**config.mk**
```make
export PLATFORM = sky130hd
export DESIGN_NAME = tetromino_stamper
export DESIGN_NICKNAME = d
export VERILOG_FILES = /design/src/rtl/tetromino_pkg.sv /design/src/rtl/tetromino_shape_rom.sv /design/src/rtl/tetromino_stamper.sv
export SDC_FILE = /design/constraint.sdc
export NUM_CORES = 1
export LEC_CHECK = 0
export CAP_MARGIN = 20
export CORE_ASPECT_RATIO = 2
export CORE_MARGIN = 2
export CORE_UTILIZATION = 57
export DETAILED_ROUTE_END_ITERATION = 8
export DONT_BUFFER_PORTS = 1
export GPL_ROUTABILITY_DRIVEN = 0
export PLACE_DENSITY_LB_ADDON = 0.05
export SLEW_MARGIN = 20
export SYNTH_ARGS = -nofsm -noshare
export SYNTH_HDL_FRONTEND = slang
export SYNTH_SLANG_ARGS = --single-unit
```
**constraint.sdc**
```tcl
create_clock -name clk -period 1.8 [get_ports clk]
set_input_delay 0.18 -clock clk [delete_from_list [all_inputs] [get_ports clk]]
set_output_delay 0.18 -clock clk [all_outputs]
set_load 0.01 [all_outputs]
```
**src/rtl/tetromino_pkg.sv**
```systemverilog
// Shared types, base shape table and rotation helper for the tetromino stamper.
package tetromino_pkg;

   typedef enum logic [2:0] {NONE, I, O, T, S, Z, J, L} piece_t;

   typedef logic [15:0] mask_t;

   typedef enum logic [1:0] {ST_IDLE, ST_SCAN, ST_DONE} stamp_state_t;

   // Bit index = 4*row + col inside the 4x4 bounding box.
   localparam mask_t BASE_MASK [8] = '{
      16'h0000, 16'h00F0, 16'h0066, 16'h0072,
      16'h0036, 16'h0063, 16'h0071, 16'h0074
   };

   // One clockwise quarter turn: rotated(r,k) = base(3-k, r).
   function automatic mask_t rotate_cw(input mask_t m);
      mask_t r;
      r = '0;
      for (int row = 0; row < 4; row++) begin
         for (int col = 0; col < 4; col++) begin
            r[4*row + col] = m[4*(3-col) + row];
         end
      end
      return r;
   endfunction

endpackage

```
**src/rtl/tetromino_shape_rom.sv**
```systemverilog
// Combinational lookup of a piece's 4x4 occupancy mask for a given id and rotation.
module tetromino_shape_rom
   import tetromino_pkg::*;
#(
   parameter int ID_W = 3
) (
   input  logic [ID_W-1:0] t_id,
   input  logic [1:0]      rot,
   output mask_t           mask
);

   logic  id_ok;
   mask_t base;
   mask_t stage [4];

   // Ids wider than the 3-bit shape table are "no shape" when any upper bit is set.
   generate
      if (ID_W > 3) begin : g_wide_id
         assign id_ok = ~|t_id[ID_W-1:3];
      end else begin : g_narrow_id
         assign id_ok = 1'b1;
      end
   endgenerate

   always_comb begin
      base = '0;
      if (id_ok) begin
         base = BASE_MASK[piece_t'(t_id[2:0])];
      end
   end

   assign stage[0] = base;

   generate
      for (genvar gi = 1; gi < 4; gi++) begin : g_rot
         assign stage[gi] = rotate_cw(stage[gi-1]);
      end
   endgenerate

   assign mask = stage[rot];

endmodule

```
**src/rtl/tetromino_stamper.sv**
```systemverilog
// Walks a rotated tetromino's 4x4 box, writing one board cell per clock with edge clipping.
module tetromino_stamper
   import tetromino_pkg::*;
#(
   parameter int COORD_W = 5,
   parameter int ID_W    = 3,
   parameter int BOARD_W = 10,
   parameter int BOARD_H = 20
) (
   input  logic               clk,
   input  logic               reset,
   input  logic               start,
   input  logic               erase,
   input  logic [1:0]         rot,
   input  logic [COORD_W-1:0] in_x,
   input  logic [COORD_W-1:0] in_y,
   input  logic [ID_W-1:0]    t_id,
   output logic [COORD_W-1:0] x,
   output logic [COORD_W-1:0] y,
   output logic [ID_W-1:0]    out_id,
   output logic               wren,
   output logic               busy,
   output logic               done,
   output logic               clipped
);

   localparam logic [COORD_W:0] BOARD_W_L = (COORD_W+1)'(BOARD_W);
   localparam logic [COORD_W:0] BOARD_H_L = (COORD_W+1)'(BOARD_H);

   stamp_state_t       state_reg, state_next;
   logic               erase_reg, erase_next;
   logic [1:0]         rot_reg, rot_next;
   logic [COORD_W-1:0] x_reg, x_next;
   logic [COORD_W-1:0] y_reg, y_next;
   logic [ID_W-1:0]    id_reg, id_next;
   logic [3:0]         cnt_reg, cnt_next;
   logic               clip_reg, clip_next;

   mask_t              mask;
   logic [COORD_W:0]   ax, ay;
   logic               cell_set, in_board;

   tetromino_shape_rom #(
      .ID_W (ID_W)
   ) u_shape_rom (
      .t_id (id_reg),
      .rot  (rot_reg),
      .mask (mask)
   );

   // One extra bit keeps in_x+3 from wrapping back onto the board.
   assign ax       = {1'b0, x_reg} + (COORD_W+1)'(cnt_reg[1:0]);
   assign ay       = {1'b0, y_reg} + (COORD_W+1)'(cnt_reg[3:2]);
   assign cell_set = mask[cnt_reg];
   assign in_board = (ax < BOARD_W_L) && (ay < BOARD_H_L);

   always_comb begin
      state_next = state_reg;
      erase_next = erase_reg;
      rot_next   = rot_reg;
      x_next     = x_reg;
      y_next     = y_reg;
      id_next    = id_reg;
      cnt_next   = cnt_reg;
      clip_next  = clip_reg;
      wren       = 1'b0;
      x          = '0;
      y          = '0;
      out_id     = '0;
      done       = 1'b0;

      case (state_reg)
         ST_IDLE: begin
            if (start) begin
               erase_next = erase;
               rot_next   = rot;
               x_next     = in_x;
               y_next     = in_y;
               id_next    = t_id;
               cnt_next   = '0;
               clip_next  = 1'b0;
               state_next = ST_SCAN;
            end
         end
         ST_SCAN: begin
            wren     = cell_set && in_board;
            x        = ax[COORD_W-1:0];
            y        = ay[COORD_W-1:0];
            out_id   = erase_reg ? '0 : id_reg;
            if (cell_set && !in_board) begin
               clip_next = 1'b1;
            end
            cnt_next = cnt_reg + 4'd1;
            if (cnt_reg == 4'd15) begin
               state_next = ST_DONE;
            end
         end
         ST_DONE: begin
            done       = 1'b1;
            state_next = ST_IDLE;
         end
         default: begin
            state_next = ST_IDLE;
         end
      endcase
   end

   assign busy    = (state_reg != ST_IDLE);
   assign clipped = clip_reg;

   always_ff @(posedge clk or negedge reset) begin
      if (!reset) begin
         state_reg <= ST_IDLE;
         erase_reg <= 1'b0;
         rot_reg   <= '0;
         x_reg     <= '0;
         y_reg     <= '0;
         id_reg    <= '0;
         cnt_reg   <= '0;
         clip_reg  <= 1'b0;
      end else begin
         state_reg <= state_next;
         erase_reg <= erase_next;
         rot_reg   <= rot_next;
         x_reg     <= x_next;
         y_reg     <= y_next;
         id_reg    <= id_next;
         cnt_reg   <= cnt_next;
         clip_reg  <= clip_next;
      end
   end

endmodule
```
## Word-level counts from Yosys, hierarchy flattened

Memories as Yosys holds them, arrays and structs flattened.
Cells that the tools add are included.

| word-level totals | value |
|---|---|
| ROM bits | 128 |
| register bits after elaboration | 23 |
| logic and storage cells | 57 |
| output and inout port bits | 17 |
| memories kept | 1 |
| input port bits | 19 |

| operators by class | value |
|---|---|
| mux-type cells | 21 |
| bitwise gates (word level) | 2 |
| eq/ne operators | 6 |
| order comparisons | 5 |
| $add $sub $neg | 3 |
| reductions and logical operators | 11 |

Memory list:

| memory | depth | width | read ports | clocked after Yosys merged registers in | wr ports | line | RTL |
|---|---|---|---|---|---|---|---|
| (no name shown) | 8 | 16 | 1 | 0 | 0 | tetromino_shape_rom.sv:28 | `base = BASE_MASK[piece_t'(t_id[2:0])];` |

Operator list:

| kind | number |
|---|---|
| $mux 16 | 4 |
| $bmux 16 s2 | 1 |
| $add 5x2->6 | 2 |
| $mux 5 | 2 |
| $pmux 4 s2 | 1 |
| $lt 6x4->1 const B | 1 |
| $lt 6x5->1 const B | 1 |
| $mux 3 | 2 |
| $ne 2x2->1 const B | 3 |
| $reduce_and 2->1 | 3 |
| $lt 4x5->1 const B | 1 |
| $mux 1 | 5 |
| $add 4x1->4 const B | 1 |
| $bmux 1 s4 | 1 |
| $eq 4x4->1 const B | 1 |
| $ge 4x4->1 const B | 1 |
| $mux 2 | 2 |
| $mux 4 | 1 |
| $not 3->4 | 1 |
| $pmux 2 s2 | 1 |
| $reduce_bool 2->1 | 2 |
| $ge 3x3->1 const B | 1 |
| $logic_and 1x1->1 | 3 |
| $not 2->3 | 1 |
| other kinds (6) | 6 |

## Longest topological paths before layout

| depth | value |
|---|---|
| word-level depth | 12 |
| gate-level depth with buffers | 8 |
| mapped depth without buffers | 8 |

## By module

Synthesis repeated with hierarchy kept, for this count alone.

| unflattened totals | value |
|---|---|
| cells, all modules | 208 |
| area, all modules | 1702.9 sq um |

By module, submodules not included:

| module | instances | area each (sq um) | cells each | seq. area each (sq um) |
|---|---|---|---|---|
| tetromino_stamper | 1 | 1393.8 | 163 | 575.6 |
| tetromino_shape_rom | 1 | 309.0 | 45 | 0.0 |

## Worst setup path after synthesis

OpenSTA, ideal clock, no wires.

| timing path | value |
|---|---|
| kind | reg-to-output |
| from | reg id_reg[1] |
| to | out wren |
| stages on the path, launching flop included | 9 |
| buffers on the path | 0 |
| path slack | -0.240 ns |
| arrival time | 1.860 ns |
| data required time | 1.620 ns |
| cell sequence | dfrtp_1 > inv_1 > ha_1 > and2b_1 > a32o_1 > nand3_1 > a311oi_1 > o221ai_2 > nor2_1 |

| on the way | value |
|---|---|
| cells in the longest elaborated chain, start to end | 11 |

Ends and longest elaborated chain:

| what | line | RTL |
|---|---|---|
| start, declared | tetromino_stamper.sv:35 | `logic [ID_W-1:0] id_reg, id_next;` |
| start signal, assigned | tetromino_stamper.sv:127 | `id_reg <= id_next;` |
| $not 3->4 (implied by the code) | tetromino_shape_rom.sv:28 |  |
| $mem_v2 8x16 | -- |  |
| $mux 16 (implied by the code) (2 in a row) | tetromino_shape_rom.sv:28 |  |
| $bmux 16 s2 | tetromino_shape_rom.sv:40 | `assign mask = stage[rot];` |
| $mux 16 (implied by the code) (2 in a row) | tetromino_shape_rom.sv:40 |  |
| $bmux 1 s4 | tetromino_stamper.sv:54 | `assign cell_set = mask[cnt_reg];` |
| $mux 1 (implied by the code) | tetromino_stamper.sv:54 |  |
| $logic_and 1x1->1 | tetromino_stamper.sv:86 | `wren = cell_set && in_board;` |
| $mux 1 | tetromino_stamper.sv:72 | `case (state_reg)` |
| end, declared | tetromino_stamper.sv:21 | `output logic wren,` |

Every way passes these cells. The select of a mux whose other input is x is not followed.

## Final worst setup path

| timing path | value |
|---|---|
| from | reg x_reg[0] |
| to | out wren |

| on the way | value |
|---|---|
| cells in the longest elaborated chain, start to end | 5 |

Ends and longest elaborated chain:

| what | line | RTL |
|---|---|---|
| start, declared | tetromino_stamper.sv:33 | `logic [COORD_W-1:0] x_reg, x_next;` |
| start signal, assigned | tetromino_stamper.sv:125 | `x_reg <= x_next;` |
| $add 5x2->6 | tetromino_stamper.sv:52 | `assign ax = {1'b0, x_reg} + (COORD_W+1)'(cnt_reg[1:0]);` |
| $lt 6x4->1 | tetromino_stamper.sv:55 | `assign in_board = (ax < BOARD_W_L) && (ay < BOARD_H_L);` |
| $logic_and 1x1->1 | tetromino_stamper.sv:55 |  |
| $logic_and 1x1->1 | tetromino_stamper.sv:86 |  |
| $mux 1 | tetromino_stamper.sv:72 |  |

Every way passes these cells.

==> results <==
- Summing every instance area after synthesis gives 0.001730 sq mm.
- The number of global-route vias before repair is 1651.
- After clock tree synthesis, the clock-pin slew on the worst setup and hold paths is 0.09 ns.
- The type of the most critical hold path is primary input to flip-flop.
- The mean instance size in the synthesized netlist is 8.048 sq um.
- The clock insertion delay at the later pin of the skew report is 0.27 ns.
- The number of remaining DRC errors is 0.
- The routed layout has 1633 vias.
- At the end of the flow the core is filled with cells to 72.79%.
- In this run the number of H-tree levels came out at 1.
- The final antenna diode count is 0.
- Between clock sinks in the finished design, the worst skew comes to 0.005320 ns.
- The least setup slack across all paths after layout is -0.4014 ns.
- The share of cells above drive strength 1 is 27.80%.
- The largest vdd supply drop is 0.001207 V.
- For this design the top-level I/O count stands at 36.
- The shortest clock period the worst path allows after layout is 2.201 ns.
- The synthesized design contains 0 enable-type register cells.
- The hold violation count in the final report is 0.
- STA puts the critical path data required time at 1.62 ns.
- The number of pins exceeding their max-slew limit in the final report is 0.
- Measured along the y axis, the die boundary spans 81.92 um.
- The largest net degree at the start of global routing is 24.
- The growth of design area from synthesis to finish is 23.79%.
- In this run the worst path has a maximum fanout of 3.
- The post-synthesis async set-or-reset flop share is 100.0%.
- The first global-routing pass estimated 7.320 mm of wire.
- The first detailed-routing pass took 4 iterations.
- The core region is 0.002943 sq mm.
- The overall track demand over capacity in global routing is 27.75%.
- The setup violation total in the final timing report is 7.
- The initial antenna violation count is 0.
- The number of synthesis warnings is 0.
- The tightest hold margin is 0.008419 ns.
- The number of fill cells in the layout is 238.
- Setup repair after global routing could not meet its margin everywhere.
- Yosys attributes the largest share of cell area to sky130_fd_sc_hd__dfrtp_1 33%, sky130_fd_sc_hd__nand2_1 12%, sky130_fd_sc_hd__ha_1 7.2%.
- The remaining antenna violation count is 0.
- The fraction of synthesized cell area taken by the top area cell type is 33.26%.
- The initial core utilization is 58.80%.
- Counting flops and latches in the post-synthesis netlist gives 23.
- The number of input and output port buffers inserted is 0.
- The width of the chip is 42.96 um.
- The routed wire length is 4.623 mm.
- The slack of the worst reg-to-reg path is -0.09 ns.
- The kind of end point of the critical path is a primary output.
- The area taken by flip-flops and latches is 576.8 sq um.
- The area of the multi-input gates is 0.001177 sq mm.
- The via density per instance is 6.026.
- Yosys instantiated no cell more often than sky130_fd_sc_hd__nand2_1.
- The clock passes through at most 2 buffers.
- The detailed router finished its first iteration with 32 violations.
- The count of cell types in the netlist is 44.
- The count of standard-cell rows is 28.
- At the end of the flow, the number of nets in the layout was 273.
- The CTS sink count is 23.
- The post-synthesis instance total is 215.
- The largest area contributor in the synthesized netlist is sky130_fd_sc_hd__dfrtp_1.
- The number of nets produced by synthesis is 246.
- The sequential cell area fraction in the yosys report is 33.26%.
- By startpoint and endpoint, the worst setup path is classified as flip-flop to primary output.
- For this design the static power due to leakage is 0.9515 nW.
- For this run, the top clock speed supported by timing is 0.4542 GHz.
- The clock tree from TritonCTS is built.
- In this run the tightest slew margin relative to its limit is 63.80%.
- In the finished design, the share of the clock period the worst path needs comes to 122.3%.
- By count the netlist is led by 55 x sky130_fd_sc_hd__nand2_1, 23 x sky130_fd_sc_hd__dfrtp_1, 16 x sky130_fd_sc_hd__nor2_1.
- At the pin with the least slew margin, the transition time is 0.5430 ns.
- The final reports fail on setup timing.
- The die outline area is 0.003519 sq mm.
- The count of max-cap constraint violations is 0.
- The flow ran to the end, but the final reports show violations.
- The main flop type after synthesis is sky130_fd_sc_hd__dfrtp_1.
- The TritonCTS buffer count is 3.
- The element type at the critical path start is a flip-flop.
- The arrival time at the worst endpoint is 2.02 ns.
- The estimated wirelength of the detail-placed design is 3.291 mm.
- The root buffer cell is sky130_fd_sc_hd__clkbuf_8.
- Dividing total power by cell area gives a power density of 2117 mW/mm^2.
- Dividing the detail-routed wire length by the instance count gives 17.06 um.
- The sum of overflow across all layers after global routing is 0.
## worst max-delay path, stage by stage (launching register included)
cell                      delay (ns)
sky130_fd_sc_hd__dfrtp_1        0.40
sky130_fd_sc_hd__ha_2           0.21
sky130_fd_sc_hd__fa_2           0.35
sky130_fd_sc_hd__and3_4         0.20
sky130_fd_sc_hd__o21ai_0        0.14
sky130_fd_sc_hd__o21a_1         0.17
sky130_fd_sc_hd__nand3_1        0.10
sky130_fd_sc_hd__nor2_2         0.18
## metal layers
metal  vias up  share of wire (%)  track usage [%]
met4         0                2.8            13.94
li1        788                  -                -
met1       786                 34            27.27
met3        12                3.3            3.956
met2        47                 60            54.09
met5         -                  0                0
## power by group
part           internal [W]  switching [W]  leakage (nW)
Sequential         0.000751       0.000277         0.282
Clock              0.000155       0.000176        0.0255
Combinational       0.00149        0.00168         0.644
Total               0.00240        0.00214         0.951
## final cells by class
class                           count  share of cell area, %
Timing Repair Buffer               34                  12.79
Sequential cell                    23                  26.93
Multi-Input combinational cell    172                  54.97
Clock inverter                      1                 0.2336
Clock buffer                        3                  1.928
Inverter                            8                  1.402
Tap cell                           30                  1.752
## kinds of logic after synthesis
group	after synthesis	synth area share (%)
mux	5	2.965
xor+xnor	7	3.543
fa+ha+maj	12	9.545
flops	23	33.26
compound gates	36	14.68
buf+inv	20	5.929
simple gates	112	30.08
## final timing paths
check	start	cells past startpoint	end
max	x_reg[0]$_DFFE_PN0P_	7	wren
min	in_x[2]	2	x_reg[2]$_DFFE_PN0P_
min in group asynchronous	reset	2	x_reg[4]$_DFFE_PN0P_
max reg2reg	id_reg[1]$_DFFE_PN0P_	9	clipped$_DFFE_PN0P_
max in group asynchronous	reset	2	x_reg[1]$_DFFE_PN0P_
min reg2reg	y_reg[0]$_DFFE_PN0P_	2	y_reg[0]$_DFFE_PN0P_
## cell usage in the layout, fill, tap and decap left out, drive strengths merged, types with 2 or more instances in the layout
| master | n |
|---|---|
| nand2 | 55 |
| buf | 33 |
| dfrtp | 23 |
| nor2 | 16 |
| o21ai | 11 |
| nand3 | 10 |
| ha | 10 |
| inv | 8 |
| nand2b | 6 |
| a21oi | 6 |
| xnor2 | 6 |
| nor2b | 5 |
| and2 | 4 |
| nor3 | 4 |
| mux2i | 4 |
| a311oi | 3 |
| clkbuf | 3 |
| o311ai | 3 |
| o22ai | 3 |
| nand4 | 2 |
| nor3b | 2 |
| o31ai | 2 |
| nand4b | 2 |
| fa | 2 |
| and3 | 2 |
| nor4b | 2 |
## per-stage QoR
stage	total power, W	cell area [sq um]	setup TNS (ns)	std cells	setup WS [ns]
global placement	0.003549	1897	-0.2359	257	-0.1408
finish	0.004535	2142	-1.023	271	-0.4014
floorplan	0.002885	1752	-0.08030	215	-0.08030
detailed placement	0.003647	1897	-0.2716	257	-0.1561
global route	0.004898	2142	-1.587	271	-0.5079
CTS	0.004254	2039	-0.9646	267	-0.3820
## timing repair
| item | in CTS | in global routing |
|---|---|---|
| endpoints found under the setup margin | 9 | 9 |
| hold endpoints to repair | 23 | 23 |
| buffers inserted | 6 | 3 |
| gates resized for setup | 14 | 14 |
| hold buffers | 1 | 1 |
| pin swaps | 9 | 8 |
No activity file was read; power rests on OpenSTA's default activity.
